--- src/rtl/hs4_sync_receiver.sv ---
// hs4_sync_receiver
//   Receiving end of a 4-phase (return-to-zero) bundled-data handshake.
//   The asynchronous request is synchronised into the clk domain. Each
//   complete handshake pushes one bundled word into a small circular FIFO.
//   The FIFO head is presented on a valid/ready interface to clocked logic.
//
// Parameters
//   DATA_W      width of the bundled data word
//   DEPTH       FIFO entries (power of 2, >= 2)
//   SYNC_STAGES flops in the req_in synchroniser (>= 2)
//
// Ports
//   clk, rst_n   system clock; asynchronous active-low reset
//   req_in       4-phase request from upstream (asynchronous to clk)
//   data_in      bundled data, stable while req_in is high until ack_out rises
//   ack_out      registered 4-phase acknowledge to upstream
//   dout         FIFO head word (holds the last popped word when empty)
//   dout_valid   FIFO not empty
//   dout_ready   consumer accepts dout this cycle
//   fifo_level   current occupancy
//
// Optional feature (macro HS4_XFER_CNT_EN)
//   xfer_cnt     16-bit wrapping count of pushes
//   stall_seen   sticky flag: a request was seen while the FIFO was full

module hs4_sync_receiver #(
    parameter int DATA_W      = 2,
    parameter int DEPTH       = 4,
    parameter int SYNC_STAGES = 2
) (
    input  logic                       clk,
    input  logic                       rst_n,
    input  logic                       req_in,
    input  logic [DATA_W-1:0]          data_in,
    output logic                       ack_out,
    output logic [DATA_W-1:0]          dout,
    output logic                       dout_valid,
    input  logic                       dout_ready,
`ifdef HS4_XFER_CNT_EN
    output logic [15:0]                xfer_cnt,
    output logic [0:0]                 stall_seen,
`endif
    output logic [$clog2(DEPTH):0]     fifo_level
);

    localparam int PTR_W = $clog2(DEPTH);
    localparam int LVL_W = PTR_W + 1;
    localparam logic [LVL_W-1:0] FULL_LVL = LVL_W'(DEPTH);

    typedef enum logic [0:0] {
        IDLE = 1'b0,
        ACK  = 1'b1
    } state_t;

    state_t                  state_q, state_d;
    logic                    ack_q, ack_d;
    logic [SYNC_STAGES-1:0]  sync_q, sync_d;
    logic [DATA_W-1:0]       mem_q [DEPTH];
    logic [DATA_W-1:0]       mem_d [DEPTH];
    logic [PTR_W-1:0]        wr_ptr_q, wr_ptr_d;
    logic [PTR_W-1:0]        rd_ptr_q, rd_ptr_d;
    logic [PTR_W-1:0]        rd_prev;
    logic [LVL_W-1:0]        level_q, level_d;
    logic                    req_s;
    logic                    full;
    logic                    push;
    logic                    pop;
`ifdef HS4_XFER_CNT_EN
    logic [15:0]             xfer_cnt_q, xfer_cnt_d;
    logic                    stall_seen_q, stall_seen_d;
`endif

    assign req_s = sync_q[SYNC_STAGES-1];
    // Full test uses the registered level, so a same-cycle pop never
    // makes room for a push; the push follows one cycle later.
    assign full  = (level_q == FULL_LVL);
    assign push  = (state_q == IDLE) && req_s && !full;
    assign pop   = (level_q != '0) && dout_ready;

    always_comb begin
        sync_d   = {sync_q[SYNC_STAGES-2:0], req_in};
        state_d  = state_q;
        ack_d    = ack_q;
        mem_d    = mem_q;
        wr_ptr_d = wr_ptr_q;
        rd_ptr_d = rd_ptr_q;
        level_d  = level_q;

        case (state_q)
            IDLE: begin
                ack_d = 1'b0;
                if (push) begin
                    state_d = ACK;
                    ack_d   = 1'b1;
                end
            end
            ACK: begin
                ack_d = 1'b1;
                if (!req_s) begin
                    state_d = IDLE;
                    ack_d   = 1'b0;
                end
            end
            default: begin
                state_d = IDLE;
                ack_d   = 1'b0;
            end
        endcase

        if (push) begin
            mem_d[wr_ptr_q] = data_in;
            wr_ptr_d        = wr_ptr_q + PTR_W'(1);
        end
        if (pop) begin
            rd_ptr_d = rd_ptr_q + PTR_W'(1);
        end
        case ({push, pop})
            2'b10:   level_d = level_q + LVL_W'(1);
            2'b01:   level_d = level_q - LVL_W'(1);
            default: level_d = level_q;
        endcase
    end

`ifdef HS4_XFER_CNT_EN
    always_comb begin
        xfer_cnt_d   = xfer_cnt_q + (push ? 16'd1 : 16'd0);
        stall_seen_d = stall_seen_q | ((state_q == IDLE) && req_s && full);
    end
`endif

    always_ff @(posedge clk or negedge rst_n) begin
        if (!rst_n) begin
            state_q  <= IDLE;
            ack_q    <= 1'b0;
            sync_q   <= '0;
            wr_ptr_q <= '0;
            rd_ptr_q <= '0;
            level_q  <= '0;
            for (int unsigned i = 0; i < DEPTH; i++) begin
                mem_q[i] <= '0;
            end
        end else begin
            state_q  <= state_d;
            ack_q    <= ack_d;
            sync_q   <= sync_d;
            wr_ptr_q <= wr_ptr_d;
            rd_ptr_q <= rd_ptr_d;
            level_q  <= level_d;
            mem_q    <= mem_d;
        end
    end

`ifdef HS4_XFER_CNT_EN
    always_ff @(posedge clk or negedge rst_n) begin
        if (!rst_n) begin
            xfer_cnt_q   <= '0;
            stall_seen_q <= 1'b0;
        end else begin
            xfer_cnt_q   <= xfer_cnt_d;
            stall_seen_q <= stall_seen_d;
        end
    end

    assign xfer_cnt   = xfer_cnt_q;
    assign stall_seen = stall_seen_q;
`endif

    // When empty, show the slot behind the read pointer: the last word
    // popped (all zero after reset, since storage is cleared).
    assign rd_prev    = rd_ptr_q - PTR_W'(1);
    assign dout       = (level_q == '0) ? mem_q[rd_prev] : mem_q[rd_ptr_q];
    assign dout_valid = (level_q != '0);
    assign ack_out    = ack_q;
    assign fifo_level = level_q;

endmodule

--- config.mk ---
export PLATFORM = sky130hd
export DESIGN_NAME = hs4_sync_receiver
export DESIGN_NICKNAME = d
export VERILOG_FILES = /design/src/rtl/hs4_sync_receiver.sv
export SDC_FILE = /design/constraint.sdc
export NUM_CORES = 1
export LEC_CHECK = 0
export ABC_AREA = 0
export CAP_MARGIN = 30
export CORE_MARGIN = 10
export CORE_UTILIZATION = 30
export CTS_CLUSTER_DIAMETER = 60
export DETAILED_ROUTE_END_ITERATION = 6
export DONT_BUFFER_PORTS = 1
export PLACE_DENSITY = 0.41
export SLEW_MARGIN = 10
export SYNTH_ARGS = -nofsm -noshare
export SYNTH_HDL_FRONTEND = slang
export SYNTH_SLANG_ARGS = --single-unit
--- constraint.sdc ---
create_clock -name clk -period 2.65 [get_ports clk]
set_input_delay 0.53 -clock clk [delete_from_list [all_inputs] [get_ports clk]]
set_output_delay 0.53 -clock clk [all_outputs]
set_load 0.01 [all_outputs]
==> impl_metrics.toml, run 1 <==
[synthesis]
ys_seq_area_frac = 0.456
async_flop_share = 1.00
synthXorXnorAreaFrac = 0.0532
synth_ff_type = "dfrtp_1"
synth_top_area_cell = "dfrtp_1"
yosys.area_share.simple = 0.129
muxShareOfSynthArea = 0.152
synth_area_sq_um = 987
postSynthAreaPerCell_sq_um = 12.0
synth_area_leaders = "dfrtp_1, mux2_4, ha_1"
synth_fa_ha_area_frac = 0.0837
synth_compound_area_frac = 0.0760
synth_top_family_by_area = "multiplexers"
synth-seq-cells = 18
yosysWarnings = 0
synth.distinct_cells = 29
yosysTopAreaCellShare = 0.456
synth_edf_count = 0
syn_nets = 94
synth_cells = 82

[placement]
pre_cts_ws_ps = 437
dp.cells = 125
portBuffers = 0
gp_congestion = 0.647
hpwl_microns = 1350

[sta]
hold_violations = 0
relSlewSlack = 0.456
worstMarginPinSlew_ps = 813
finalSetupTns_ps = 0
period_minus_slack_ps = 2260
fmax_mhz = 442
worst_slack_ps = 386
finalSetupViolations = 0
fin_crit_sh = 0.854
rsz0062_at_grt = "false"
skew_ps = 0.749
drv_slew = 0

[cells_and_area]
nets = 99
final-instance-count-excl-fill = 130
multi_input_area_sq_um = 488
diodes = 0
drive_gt1_frac = 0.233
seqCellArea_sq_um = 450
final_cell_mix = "dfrtp_1, mux2_4, inv_1"
final_common_cell = "dfrtp_1"
area.growth.synth_to_final_pct = 9.89
fillers = 338

[worst_setup_path]
critical_path_class = "flip-flop to output pin"
required_ps = 2120
critPathLaunchType = "flip-flop"
crit_path_start = "fifo_level[0]$_DFFE_PN0P_"
rr_worst_depth = 9
cp.arrival_ps = 1730
crit_slowest_cell = "dfrtp_1"
crit_path_max_incr_delay_ps = 490
path_max_fanout = 8
r2r_start = "fifo_level[0]$_DFFE_PN0P_"
rrSetupSlack_ps = 430
cp_cell_sequence = "nor3_2 > inv_2 > or3_1 > a32oi_1 > a21oi_1"
rr_endpoint = "fifo_level[2]$_DFFE_PN0P_"
crit_path_end_kind = "output pin"

[run]
drv_cap = 0

[drt]
ant_nets = 0
dr.pass1.iters = 3
wl_per_cell_microns = 13.3
via_per_inst = 4.29
drc = 0
detail_route.iter0.violations = 12
routed_wl_microns = 1730
num_vias = 558

[pwr]
internal_power_w = 0.000783
power.switching_w = 0.000503
p_clk_frac = 0.132
p_leak_nw = 0.535
power_switching_share = 0.391
p_comb_frac = 0.440
seq_power_share = 0.428
ir_drop_mv = 0.331
p_per_area_mw_per_mm2 = 1190
power_w = 0.00129

[clock_tree]
ctsResizeCount = 0
numCtsBuffers = 3
cts-hold-fix-buffers = 1
ctsRootBufferMaster = "clkbuf_4"
cts.clk_slew.worst_paths_ps = 100
clk_path_buf_depth = 2
postCtsSetupBuffers = 0
cts.sinks = 18
cts_tree = "yes"
cts.htree.levels = 1
clock_latency_ps = 290

[floorplanning]
die_w_microns = 77.4
ios = 13
die_area_sq_mm = 0.00599
initial_core_util = 0.318
dieHeight_microns = 77.4
core-area_sq_mm = 0.00310
rows = 20

[worst_hold_path]
whs_endpoint = "sync_q[0]$_DFF_PN0_"
min_from = "req_in"
min_path_cells = 0
hp-class = "input pin to flip-flop"

[global_route]
track_usage = 0.0611
grt_pass1_wl_microns = 2910
grt.overflow.total = 0
grt_pass1_vias = 583
antenna_found_initial = 0
grt_max_degree = 19

[outcome]
status = "finished, final reports clean"
==> per-layer routing <==
| metal | up-vias | part of all wire | global-route usage |
|---|---|---|---|
| li1 | 281 | - | - |
| met2 | 6 | 0.45 | 0.0895 |
| met1 | 269 | 0.50 | 0.0779 |
| met3 | 2 | 0.035 | 0.0161 |
| met5 | - | 0 | 0 |
| met4 | 0 | 0.012 | 0.0383 |
==> critical path: cells and delay by family, from the launching register on <==
family | cells | cell delay, ps
buffers and inverters | 1 | 130
flip-flops | 1 | 490
AO/OA/AOI/OAI | 2 | 250
AND/OR/NAND/NOR | 2 | 570
==> power by group through the flow <==
stage | combinational, W | clock, W | sequential, W
6_report | 0.000566 | 0.000169 | 0.000551
2_1_floorplan | 0.000529 | 0 | 0.000486
4_1_cts | 0.000579 | 0.000180 | 0.000555
3_5_place_dp | 0.000565 | 0 | 0.000562
3_3_place_gp | 0.000557 | 0 | 0.000555
5_1_grt | 0.000644 | 0.000187 | 0.000578
==> registers in the layout, indices dropped and copies added (netlist names) <==
register,cells
ack_out,1
fifo_level,3
mem_q,8
rd_ptr_q,2
sync_q,2
wr_ptr_q,2
==> cell usage after synthesis (2+ instances only) <==
library cell / count
a21oi_1: 4
dfrtp_1: 18
ha_1: 5
inv_1: 7
mux2_4: 8
mux2i_1: 3
nand2_1: 4
nand2_4: 4
nor2_1: 3
nor3_1: 2
or3_1: 2
xnor2_1: 3
xor2_1: 3
==> layout make-up <==
| cell class | count | area share |
|---|---|---|
| Multi-Input combinational cell | 53 | 0.450 |
| Timing Repair Buffer | 3 | 0.0231 |
| Sequential cell | 18 | 0.415 |
| Inverter | 8 | 0.0277 |
| Clock buffer | 4 | 0.0334 |
| Tap cell | 44 | 0.0507 |
==> logic make-up after synthesis <==
group / count (synthesis)
simple gates: 19
compound gates: 11
fa+ha+maj: 6
mux: 11
buf+inv: 11
xor+xnor: 6
flops: 18
==> worst max-delay path by stage <==
| stage | end |
|---|---|
| finish | dout[1] |
| global route | dout[0] |
| CTS | dout[1] |
| detailed placement | fifo_level[2]$_DFFE_PN0P_ |
| global placement | fifo_level[2]$_DFFE_PN0P_ |
| floorplan | fifo_level[2]$_DFFE_PN0P_ |
==> stage by stage <==
stage / instance area (sq um) / utilization / hold slack [ps]
3_5_place_dp: 1040 / 0.335 / 235
5_1_grt: 1080 / 0.350 / 229
6_report: 1080 / 0.350 / 256
3_3_place_gp: 1040 / 0.335 / 235
2_1_floorplan: 987 / - / 234
4_1_cts: 1080 / 0.350 / 232
No activity file was read; power rests on OpenSTA's default activity.
==> run 2, diff against run 1 <==
- GPL_ROUTABILITY_DRIVEN: default -> 0
==> results of run 2 <==
Same layout as run 1: the final DEF is identical, and so are final timing and power.
